$ cat config.mk
export PLATFORM = sky130hd
export DESIGN_NAME = i2c_step_engine_flat
export DESIGN_NICKNAME = d
export VERILOG_FILES = /design/src/rtl/i2c_step_engine_pkg.sv /design/src/rtl/i2c_step_engine_if.sv /design/src/rtl/i2c_step_engine_qtimer.sv /design/src/rtl/i2c_step_engine.sv /design/src/flat_wrapper.sv
export SDC_FILE = /design/constraint.sdc
export NUM_CORES = 1
export LEC_CHECK = 0
export ABC_AREA = 1
export CAP_MARGIN = 15
export CORE_MARGIN = 5
export CORE_UTILIZATION = 45
export DETAILED_ROUTE_END_ITERATION = 8
export PLACE_DENSITY_LB_ADDON = 0.05
export RECOVER_POWER = 100
export SLEW_MARGIN = 5
export SYNTH_ARGS = -nofsm -noshare
export SYNTH_HDL_FRONTEND = slang
export SYNTH_SLANG_ARGS = --single-unit
export TNS_END_PERCENT = 10
$ cat constraint.sdc
create_clock -name clk -period 2.45 [get_ports clk]
set_input_delay 0.49 -clock clk [delete_from_list [all_inputs] [get_ports clk]]
set_output_delay 0.49 -clock clk [all_outputs]
set_load 0.02 [all_outputs]
$ cat src/rtl/i2c_step_engine_pkg.sv
// i2c_step_engine_pkg: step codes shared by the I2C step engine and its next-state logic.
package i2c_step_engine_pkg;
    localparam int STEP_W = 4;
    typedef enum logic [STEP_W-1:0] {
        RESET = 4'd0,
        START = 4'd1,
        SENDA = 4'd2,
        ACK_1 = 4'd3,
        SEND1 = 4'd4,
        STOPC = 4'd5
    } step_t;
    function automatic logic is_byte(logic [STEP_W-1:0] s);
        return s == SENDA || s == SEND1;
    endfunction
endpackage

$ cat src/rtl/i2c_step_engine_if.sv
// i2c_step_engine_if: step handshake, request fields and bus pins of the I2C step engine.
interface i2c_step_engine_if;
    import i2c_step_engine_pkg::*;
    logic [STEP_W-1:0] ns;
    logic [STEP_W-1:0] cs;
    logic              nsl_in;
    logic              go;
    logic [6:0]        addr;
    logic              rw;
    logic [7:0]        wdata;
    logic              sda_in;
    logic              scl;
    logic              sda_oe;
    logic              busy;
    logic              ack_err;
    modport master (
        output ns, go, addr, rw, wdata, sda_in,
        input  cs, nsl_in, scl, sda_oe, busy, ack_err
    );
    modport slave (
        input  ns, go, addr, rw, wdata, sda_in,
        output cs, nsl_in, scl, sda_oe, busy, ack_err
    );
endinterface

$ cat src/rtl/i2c_step_engine_qtimer.sv
// i2c_qtimer: clk divider and SCL quarter counter; clear restarts at q0, first clk.
module i2c_qtimer #(
    parameter int CLK_DIV = 250
) (
    input  logic       clk,
    input  logic       rst,
    input  logic       clear,
    output logic [1:0] q,
    output logic       q_end,
    output logic       q_first
);
    localparam int DW = $clog2(CLK_DIV);
    logic [DW-1:0] div;
    assign q_end   = div == DW'(CLK_DIV - 1);
    assign q_first = div == '0;
    always_ff @(posedge clk or posedge rst) begin
        if (rst) begin
            div <= '0;
            q   <= '0;
        end else if (clear) begin
            div <= '0;
            q   <= '0;
        end else if (q_end) begin
            div <= '0;
            q   <= q + 2'd1;
        end else begin
            div <= div + DW'(1);
        end
    end
endmodule

$ cat src/rtl/i2c_step_engine.sv
// i2c_step_engine: cs register plus SCL/SDA timing per bus step; cs loads ns on the
// last clk of each step (adv), and nsl_in reports that step's outcome.
module i2c_step_engine
    import i2c_step_engine_pkg::*;
#(
    parameter int CLK_DIV = 250
) (
    input  logic clk,
    input  logic rst,
    i2c_step_engine_if.slave bus
);
    logic [STEP_W-1:0] cs;
    logic [2:0]        bit_cnt;
    logic [7:0]        a_byte;
    logic [7:0]        w_byte;
    logic              sample;
    logic [1:0]        q;
    logic              q_end;
    logic              q_first;
    logic              last_q;
    logic              adv;
    logic              flag;
    logic              scl_c;
    logic              oe_c;
    logic [7:0]        byte_sel;
    logic              cur_bit;

    i2c_qtimer #(.CLK_DIV(CLK_DIV)) u_qtimer (
        .clk    (clk),
        .rst    (rst),
        .clear  (adv | (cs == RESET)),
        .q      (q),
        .q_end  (q_end),
        .q_first(q_first)
    );

    assign last_q   = q_end && q == 2'd3;
    assign byte_sel = cs == SENDA ? a_byte : w_byte;
    assign cur_bit  = byte_sel[3'd7 - bit_cnt];

    always_comb begin
        adv   = 1'b0;
        flag  = 1'b1;
        scl_c = 1'b1;
        oe_c  = 1'b0;
        case (cs)
            RESET: adv = bus.go;
            START: begin
                scl_c = q != 2'd3;
                oe_c  = q[1];
                adv   = last_q;
            end
            SENDA, SEND1: begin
                scl_c = q[1];
                oe_c  = ~cur_bit;
                adv   = last_q && bit_cnt == 3'd7;
            end
            ACK_1: begin
                scl_c = q[1];
                adv   = last_q;
                flag  = ~sample;
            end
            STOPC: begin
                scl_c = q != 2'd0;
                oe_c  = ~q[1];
                adv   = last_q;
            end
            default: begin
                adv  = 1'b1;
                flag = 1'b0;
            end
        endcase
    end

    assign bus.cs      = cs;
    assign bus.scl     = scl_c;
    assign bus.sda_oe  = oe_c;
    assign bus.nsl_in  = adv & flag;
    assign bus.busy    = cs != RESET;
    assign bus.ack_err = adv && cs == ACK_1 && sample;

    always_ff @(posedge clk or posedge rst) begin
        if (rst) begin
            cs      <= RESET;
            bit_cnt <= '0;
            a_byte  <= '0;
            w_byte  <= '0;
            sample  <= 1'b0;
        end else begin
            cs <= adv ? bus.ns : cs;
            bit_cnt <= adv ? 3'd0 : (last_q && is_byte(cs)) ? bit_cnt + 3'd1 : bit_cnt;
            if (cs == RESET && bus.go) begin
                a_byte <= {bus.addr, bus.rw};
                w_byte <= bus.wdata;
            end
            if (cs == ACK_1 && q == 2'd3 && q_first)
                sample <= bus.sda_in;
        end
    end
endmodule

$ cat src/flat_wrapper.sv
// flat-port wrapper written by rule: the top's interface ports become plain ports
module i2c_step_engine_flat import i2c_step_engine_pkg::*;
#(
    parameter int CLK_DIV = 250
)
  (clk, rst, bus_ns, bus_go, bus_addr, bus_rw, bus_wdata, bus_sda_in, bus_cs, bus_nsl_in, bus_scl, bus_sda_oe, bus_busy, bus_ack_err);
  i2c_step_engine_if bus_i ();
  input  logic clk;
  input  logic rst;
  input wire logic [$bits(bus_i.ns)-1:0] bus_ns;
  input wire logic [$bits(bus_i.go)-1:0] bus_go;
  input wire logic [$bits(bus_i.addr)-1:0] bus_addr;
  input wire logic [$bits(bus_i.rw)-1:0] bus_rw;
  input wire logic [$bits(bus_i.wdata)-1:0] bus_wdata;
  input wire logic [$bits(bus_i.sda_in)-1:0] bus_sda_in;
  output wire logic [$bits(bus_i.cs)-1:0] bus_cs;
  output wire logic [$bits(bus_i.nsl_in)-1:0] bus_nsl_in;
  output wire logic [$bits(bus_i.scl)-1:0] bus_scl;
  output wire logic [$bits(bus_i.sda_oe)-1:0] bus_sda_oe;
  output wire logic [$bits(bus_i.busy)-1:0] bus_busy;
  output wire logic [$bits(bus_i.ack_err)-1:0] bus_ack_err;
  assign bus_i.ns = bus_ns;
  assign bus_i.go = bus_go;
  assign bus_i.addr = bus_addr;
  assign bus_i.rw = bus_rw;
  assign bus_i.wdata = bus_wdata;
  assign bus_i.sda_in = bus_sda_in;
  assign bus_cs = bus_i.cs;
  assign bus_nsl_in = bus_i.nsl_in;
  assign bus_scl = bus_i.scl;
  assign bus_sda_oe = bus_i.sda_oe;
  assign bus_busy = bus_i.busy;
  assign bus_ack_err = bus_i.ack_err;
  i2c_step_engine #(.CLK_DIV(CLK_DIV)) u_core (.clk(clk), .rst(rst), .bus(bus_i));
endmodule
# After elaboration in Yosys (flattened, before gate mapping)
# Index checks and enable logic that the tools add are counted.
dict set report totals {
  register_bits 34
  in_bits 24
  output_inout_bits 9
  word_cells 58
}
dict set report op_classes {
  addsub 4
  n_lt_le_gt_ge 1
  eq_ne 9
  n_mux 13
  bitwise_logic 5
  n_reduce_logical 19
}
# op n
set ops {}
lappend ops {{$mux W8} 3}
lappend ops {{$pmux W1 S3} 3}
lappend ops {{$add A8 B1 Y8 const B} 1}
lappend ops {{$eq A4 B2 Y1 const B} 2}
lappend ops {{$eq A4 B3 Y1 const B} 2}
lappend ops {{$eq A8 B8 Y1 const B} 1}
lappend ops {{$logic_and A1 B1 Y1} 8}
lappend ops {{$logic_not A8 Y1} 1}
lappend ops {{$mux W3} 2}
lappend ops {{$reduce_bool A2 Y1} 3}
lappend ops {{$reduce_or A3 Y1} 2}
lappend ops {{$reduce_or A5 Y1} 1}
lappend ops {{$eq A4 B1 Y1 const B} 1}
lappend ops {{$logic_not A4 Y1} 1}
lappend ops {{$lt A3 B4 Y1 const B} 1}
lappend ops {{$mux W2} 2}
lappend ops {{$reduce_bool A4 Y1} 1}
lappend ops {{$add A3 B1 Y3 const B} 1}
lappend ops {{$bmux W1 S3} 1}
lappend ops {{$eq A3 B3 Y1 const B} 1}
lappend ops {{$not A1 Y1} 3}
lappend ops {{$sub A3 B3 Y3 const A} 1}
lappend ops {{$add A2 B1 Y2 const B} 1}
lappend ops {{$eq A2 B2 Y1 const B} 1}
lappend ops {{7 further kinds} 7}

# Logic depth before layout (Yosys ltp)
# Gate-level depths: netlist (run 1).
dict set report depth {
  ltp_word 6
  mapped_depth 11
  mapped_depth_nobuf 11
}

# By module
# From an unflattened synthesis (run 1), not the netlist that was laid out.
dict set report unflattened {
  hier_cells 225
  hier_area_um2 1975.6
}
# mod n_inst cells_each area_each_um2 seq_area_each_um2
set modules_own_cells {}
lappend modules_own_cells {i2c_step_engine 1 150 1381.3 600.6}
lappend modules_own_cells {i2c_qtimer 1 75 594.3 250.2}

# Least setup slack after synthesis (run 1)
# OpenSTA, ideal clock, no wires.
dict set report synth_timing {
  path_type {flip-flop to output port}
  startpoint {register u_core.cs[1], in the netlist u_core.bus.cs[1]}
  endpoint {output bus_ack_err}
  arrival_ps 1821
  required_ps 1960
  path_slack_ps 139
  path_stages_with_launch 11
  path_buffers 0
  cell_sequence {dfrtp_1 inv_1 nor2_4 nand2_4 nand2_4 nand2_1 nand2_1 nand2_1 nand3b_4 inv_4 nor3_1}
}
dict set report synth_via {
  elab_chain_cells 5
  word_cells_on_any_way 11
  cone_classes {eq/ne: 5; mux: 1; reduce/logical: 5}
}
# element line
set synth_lines {}
lappend synth_lines {{from (decl)} i2c_step_engine.sv:12} ;# logic [STEP_W-1:0] cs;
lappend synth_lines {{from (signal assigned)} i2c_step_engine.sv:90} ;# cs <= adv ? bus.ns : cs;
lappend synth_lines {{$eq A4 B1 Y1 (tied with other cells)} i2c_step_engine.sv:46} ;# case (cs)
lappend synth_lines {{$reduce_or A3 Y1 (no line) / $reduce_or A2 Y1 (equally long branches)} n/a}
lappend synth_lines {{$pmux W1 S3} i2c_step_engine.sv:46}
lappend synth_lines {{$logic_and A1 B1 Y1 (*) (2 in series)} i2c_step_engine.sv:80} ;# assign bus.ack_err = adv && cs == ACK_1 && sample;
lappend synth_lines {{to (decl)} flat_wrapper.sv:21} ;# output wire logic [$bits(bus_i.ack_err)-1:0] bus_ack_err;
# Mark *: on every way between the ends. The rest lies on a longest branch, timed or not.

# Worst setup path after layout (run 1)
dict set report layout_timing {
  startpoint {register u_core.cs[3], in the netlist u_core.bus.cs[3]}
  endpoint {output bus_nsl_in}
}
dict set report layout_via {
  elab_chain_cells 4
  word_cells_on_any_way 12
  cone_classes {eq/ne: 5; mux: 2; bitwise: 1; reduce/logical: 4}
}
# element line
set layout_lines {}
lappend layout_lines {{$eq A4 B1 Y1 (tied with other cells)} i2c_step_engine.sv:46}
lappend layout_lines {{$reduce_or A5 Y1 (no line) (tied with other cells)} n/a}
lappend layout_lines {{$pmux W1 S2 / $pmux W1 S3 (equally long branches)} i2c_step_engine.sv:46}
lappend layout_lines {{$and A1 B1 Y1 (*)} i2c_step_engine.sv:78} ;# assign bus.nsl_in = adv & flag;
lappend layout_lines {{to (decl)} flat_wrapper.sv:17} ;# output wire logic [$bits(bus_i.nsl_in)-1:0] bus_nsl_in;
# Marked as above.

==> results.txt, run 1 <==
Fin. Hold Viols: 0
share of cells above drive strength 1: 11.19%
Setup crit end kind: output pin
P per Cell Area: 1123 nW/um^2
global-route wire length before repair: 7093 microns
CTS tree: done
Ys Warns: 0
total die area: 5562 sq um
postcts setup bufs: 0
CTS buffer count: 5
sequential-to-total area share from yosys stat: 45.33%
area grow syn2layout: 32.67%
max-slew violations: 0
fill count: 377
Avg Cell Area, Syn: 7.723 sq um
Clock Tree Buf Depth: 2
mapped cell area: 1877 sq um
Slowest cell on crit path: dfrtp_1
I/O pin total: 33
Cells after Synth: 243
Yosys top cell by area: dfrtp_1
Routability Congestion: 0.7740
HPWL Detailed: 3041 microns
DP Cell Count: 337
worst-path cell chain: buf_4 -> inv_1 -> nand3_1 -> nand2_1 -> inv_1 -> nand2_1 -> nand2_1 -> nand3b_4 -> inv_4 -> nor2_1 -> clkdlybuf4s15_1
initial drt markers: 75
Final Cell Area: 2490 sq um
first-pass detailed-route iteration total: 4
vias in the first global route: 1668
Arr. time, crit path: 1840 ps
num rows: 23
initial antenna violation count: 0
Post-synth top flop: dfrtp_1
IO buf count: 32
CP required: 1960 ps
DRT met1 WL: 1860 microns
most common cell in the netlist: nand2_1
post-DR vias/cell: 4.896
register area: 852.1 sq um
top layer in use: met4
Mapped Nets: 274
Post-synth ARST share: 100.0%
grt total ovfl: 0
met3 wire len: 212 microns
commonest cells in the netlist: nand2_1 (53), inv_1 (40), dfrtp_1 (34), nand3_1 (34), nor2_1 (23)
post-route ant nets: 0
Layout Nets: 325
CTS root buffer: clkbuf_8
All-Layer GR Usage: 16.48%
Max-slew headroom: 43.75%
post-route clock period utilization: 94.95%
Critical Path Start Type: register
post-place instance area: 2376 sq um
CTS HTree Levels: 2
drt total wl: 4071 microns
Worst-Skew Late Latency: 280 ps
drt drc: 0
diode count: 0
Crit Path Category: reg -> out
clk sinks: 34
fin cells: 345
Reg clk slew, reported paths: 70 ps
number of enable flip-flop cells after synthesis: 0
top cell type's share of synthesized area: 45.33%
combined area of the multi-input logic cells: 843.3 sq um
clock skew: 2.417 ps
Routed WL per cell: 11.80 microns
Fmax: 429.9 MHz
Slew @ Worst Pin: 843.7 ps
status: finished, final reports clean
final setup fails: 0
slowest stage delay, CP: 410 ps
Core ar.: 4029 sq um
Vias: 1689
cts hold-fix bufs: 0
Die X: 74.58 microns
max_cap viols: 0
synthesized flop and latch total: 34
worst vdd ir: 0.001175 V
largest net degree at the start of global routing: 35
Final Util: 61.80%
Starting Density: 46.58%
Crit path top cell by count: nand2_1
library cells used by synthesis: 24
Synth area leaders: dfrtp_1 (45%), nand2_1 (11%), nand3_1 (9.1%)
Power, Total: 2.796 mW
met2 routed WL: 1947 microns
Leak Pwr: 1.218 nW
Hold Path Class: reg -> reg
RSZ-0062 raised after global routing: false
CP Max Fanout: 3
Tmin final: 2326 ps
Die Ht: 74.58 microns
timing repair:
item                       in CTS  in global routing
gates resized for setup         4                  9
setup endpoints to repair       4                  4
hold endpoints to repair        0                  0
logic make-up after synthesis:
logic type               share of synthesized area [%]
adder cells (fa/ha/maj)                          4.666
AND/OR/NAND/NOR                                  30.67
buffers and inverters                            9.600
flip-flops                                       45.33
AO/OA/AOI/OAI                                    8.333
XOR/XNOR                                         1.400
sequential cells by signal, summed over array words and instances (netlist names):
register and count:
u_core.a_byte 8, u_core.u_qtimer.div 8, u_core.w_byte 8, u_core.bus.cs 4, u_core.bit_cnt 3, u_core.u_qtimer.q 2, u_core.sample 1
where the power goes:
group          switching (mW)  internal [mW]  total (mW)
sequential             0.0868          0.745       0.832
combinational           0.792          0.545        1.34
clock                   0.219          0.408       0.627
total                    1.10           1.70        2.80
layout by cell type, fill, tap and decap left out, types with 3 or more instances in the layout:
cell type / synthesis / routed
clkdlybuf4s50_1: 0 / 22
nor2_1: 23 / 23
nor3_1: 3 / 3
ha_1: 7 / 7
dlygate4sd3_1: 0 / 6
nand2_1: 53 / 54
a21oi_1: 4 / 4
o21ai_0: 21 / 21
nand3_1: 34 / 34
clkbuf_8: 0 / 5
clkbuf_2: 0 / 4
xor2_1: 3 / 3
inv_1: 40 / 40
dfrtp_1: 34 / 33
buf_4: 0 / 10
cell type report:
class	count	share of cell area [%]
sequential	34	34.22
multi-input combinational	163	33.87
timing repair buffer	49	17.59
inverter	41	6.281
clock buffer	5	2.764
clock inverter	3	2.764
tap	50	2.513
routing by layer:
metal	track usage, %	up-vias
met5	0	-
met4	4.743	0
met3	4.595	7
met2	28.29	29
met1	20.22	784
li1	-	869
worst max-delay path: cells and delay by family (launching register included):
family | cells | cell delay [ps]
flip-flops | 1 | 410
AND/OR/NAND/NOR | 6 | 540
buffers and inverters | 5 | 600
path summary, 6_finish.rpt:
| path | from | endpoint | slack [ps] | cells past startpoint |
|---|---|---|---|---|
| worst min-delay path | u_core.sample | u_core.sample | 540 | 2 |
| max in group asynchronous | rst | u_core.bus.cs[0] | 980 | 3 |
| worst max register to register | u_core.bus.cs[3] | u_core.u_qtimer.div[4] | 640 | 10 |
| worst min register to register | u_core.sample | u_core.sample | 540 | 2 |
| worst max-delay path | u_core.bus.cs[3] | bus_nsl_in | 120 | 11 |
| min in group asynchronous | rst | u_core.a_byte[5] | 890 | 3 |
through the flow:
stage                     hold slack (ps)  TNS, ps  setup slack (ps)
final                               538.9        0             123.6
after global routing                578.9        0             14.82
after CTS                           542.8   -42.78            -42.78
after detailed placement            527.3   -51.90            -51.90
after global placement              520.6   -42.58            -42.58
after floorplan                     492.9        0             138.7
Power figures use the tool's default switching activity.
==> run 2: changes to the inputs <==
--- a/config.mk
+++ b/config.mk
@@ -10,10 +10,12 @@
 export CORE_MARGIN = 5
 export CORE_UTILIZATION = 45
 export DETAILED_ROUTE_END_ITERATION = 8
+export HOLD_SLACK_MARGIN = 0.08
 export PLACE_DENSITY_LB_ADDON = 0.05
 export RECOVER_POWER = 100
 export SLEW_MARGIN = 5
 export SYNTH_ARGS = -nofsm -noshare
 export SYNTH_HDL_FRONTEND = slang
+export SYNTH_HIERARCHICAL = 1
 export SYNTH_SLANG_ARGS = --single-unit
 export TNS_END_PERCENT = 10
==> run 2 against run 1 <==
Cell area is 2.4% higher; largest cell class is now multi-input gates; register-to-register slack lost 210 ps; global-route usage is 1.2 points lower; via count is 5.0% lower; fmax shrank 3.8%; sequential power grew 10%; total power grew 4.2%; critical path depth decreased by 1.
==> results.txt, run 2 <==
share of cells above drive strength 1: 18.60%
WHS: 507.5 ps
drt drc: 0
CP Max Fanout: 8
Cells after Synth: 225
Setup crit end kind: output pin
Routed WL per cell: 12.48 microns
IO buf count: 32
Fin. Hold Viols: 0
Cell Int Power: 1.726 mW
commonest cells in the netlist: nand2_1 (50), nand3_1 (35), dfrtp_1 (34)
fin cells: 337
Avg Cell Area, Syn: 8.781 sq um
worst-path cell chain: nor2_4 -> buf_4 -> nand3_1 -> nand3_1 -> nand3_1 -> nand2_1 -> nand2_1 -> nand3_1 -> nand2_1 -> dlygate4sd2_1
CTS HTree Levels: 2
CTS buffer count: 5
post-route ant nets: 0
RSZ-0062 raised after global routing: true
sequential-to-total area share from yosys stat: 43.07%
I/O pin total: 33
most common cell after layout, fill and taps aside: nand2_1
Leak Pwr: 1.240 nW
Hold Path Class: reg -> reg
Crit Path Category: reg -> out
fill count: 407
switching pwr: 1.187 mW
Post-synth top flop: dfrtp_1
CP delay by family, top: simple AND/OR/NAND/NOR gates
highest-count cells in the layout ignoring fill and taps: nand2_1 (51), nand3_1 (35), dfrtp_1 (32)
CTS tree: done
global-route wire length before repair: 7320 microns
Max-slew headroom: 11.76%
worst vdd ir: 0.0005503 V
All-Layer GR Usage: 15.29%
sequential share of power: 31.5%
Clock power frac: 17.3%
num rows: 24
Die X: 76.26 microns
Post-synth ARST share: 100.0%
CP required: 1960 ps
library cells used by synthesis: 28
initial antenna violation count: 0
setup_tns: 0 ps
Vias: 1605
post-place instance area: 2505 sq um
clock skew: 5.987 ps
post-DR vias/cell: 4.763
Mapped Nets: 254
most common cell in the netlist: nand2_1
Clock Tree Buf Depth: 2
post-route clock period utilization: 98.75%
drt total wl: 4206 microns
Arr. time, crit path: 1930 ps
Slowest cell on crit path: dfrtp_2
synthesized flop and latch total: 34
sw frac: 40.75%
vias in the first global route: 1595
Critical Path Start Type: register
Crit path top cell by count: nand3_1
initial drt markers: 82
P per Cell Area: 1142 nW/um^2
top cell type's share of synthesized area: 43.07%
first-pass detailed-route iteration total: 4
mapped cell area: 1976 sq um
Core ar.: 4294 sq um
diode count: 0
Routability Congestion: 0.8209
number of enable flip-flop cells after synthesis: 0
Yosys top cell by area: dfrtp_1
slowest stage delay, CP: 490 ps
final setup fails: 0
combinational share of power: 51.2%
largest net degree at the start of global routing: 25
Tmin final: 2419 ps
area grow syn2layout: 29.07%
Layout Nets: 313
Ys Warns: 6
Worst-Skew Late Latency: 280 ps
Final Cell Area: 2550 sq um
Slew @ Worst Pin: 1324 ps
max-slew violations: 0
Reg clk slew, reported paths: 70 ps
max_cap viols: 0
CP bufs+invs: 2
grt total ovfl: 0
largest registers: u_core/a_byte x8, u_core/u_qtimer/div x8, u_core/w_byte x8
Final Util: 59.38%
total die area: 5816 sq um
Starting Density: 46.01%
Synth area leaders: dfrtp_1 (43%), nand2_1 (9.5%), nand3_1 (8.9%)
clk sinks: 34
DP Cell Count: 328
Fmax: 413.3 MHz
status: finished, final reports clean
CTS root buffer: clkbuf_8
Die Ht: 76.26 microns
cts hold-fix bufs: 0
HPWL Detailed: 3240 microns
[run 2: cell types whose count changed after synthesis, moves of 2 or more]
cell,before,now
buf_2,4,2
mux2_2,0,6
mux2_4,0,10
nor2_2,1,3
nand3b_1,2,0
ha_1,7,5
o21ai_0,21,2
inv_2,0,3
nor2_4,1,4
nand2_2,0,2
nand2_1,53,50
inv_1,40,22
[run 2: worst paths after layout]
path / start / end / slack [ps] / cells past startpoint
max: u_core/bus.cs[0] / bus_sda_oe / 30 / 10
min: u_core/a_byte[7] / u_core/a_byte[7] / 510 / 1
max reg2reg: u_core/u_qtimer/div[0] / u_core/u_qtimer/q[0] / 430 / 13
min reg2reg: u_core/a_byte[7] / u_core/a_byte[7] / 510 / 1
max in group asynchronous: rst / u_core/bus.cs[1] / 470 / 3
min in group asynchronous: rst / u_core/u_qtimer/div[2] / 660 / 2
[run 2: power groups by stage]
stage | sequential, mW | clock (mW) | combinational (mW)
2_1_floorplan | 0.939 | 0 | 1.06
3_3_place_gp | 0.928 | 0 | 1.67
3_5_place_dp | 0.929 | 0 | 1.68
4_1_cts | 0.922 | 0.515 | 1.67
5_1_grt | 0.944 | 0.541 | 1.68
6_report | 0.916 | 0.505 | 1.49
[run 2: cells by family after synthesis]
group,count (synthesis),share of synthesized area [%]
flops,34,43.07
fa+ha+maj,5,3.167
compound gates,11,3.864
buf+inv,29,6.207
mux,16,11.02
simple gates,126,30.91
xor+xnor,4,1.774
[run 2: final cells by class]
class                   count  area, sq um  share of cell area [%]
clock buffers               7        76.32                   2.993
inverters                  25        93.84                   3.680
multi-input cells         162        958.4                   37.59
clock inverters             1        30.03                   1.178
flip-flops and latches     34        853.3                   33.46
well taps                  52        65.06                   2.552
repair buffers             56        473.0                   18.55
[run 2: through the flow]
step / total power [mW] / setup slack, ps
after floorplan: 1.995 / 216.6
after global placement: 2.594 / -28.70
after detailed placement: 2.605 / -48.09
after CTS: 3.104 / 2.263
after global routing: 3.165 / -111.5
final: 2.913 / 30.71
[run 2: layer usage]
layer / part of all wire [%] / GRT usage, % / up-vias
li1: - / - / 845
met1: 46 / 19.04 / 745
met2: 51 / 25.68 / 11
met3: 2.2 / 4.137 / 4
met4: 0.90 / 4.720 / 0
met5: 0 / 0 / -
[run 2: what timing repair did]
| item | CTS | global route |
|---|---|---|
| buffers inserted | 1 | 0 |
| gates resized for setup | 10 | 3 |
| pin swaps | 1 | 0 |
| hold endpoints to repair | 0 | 0 |
| setup endpoints to repair | 4 | 5 |
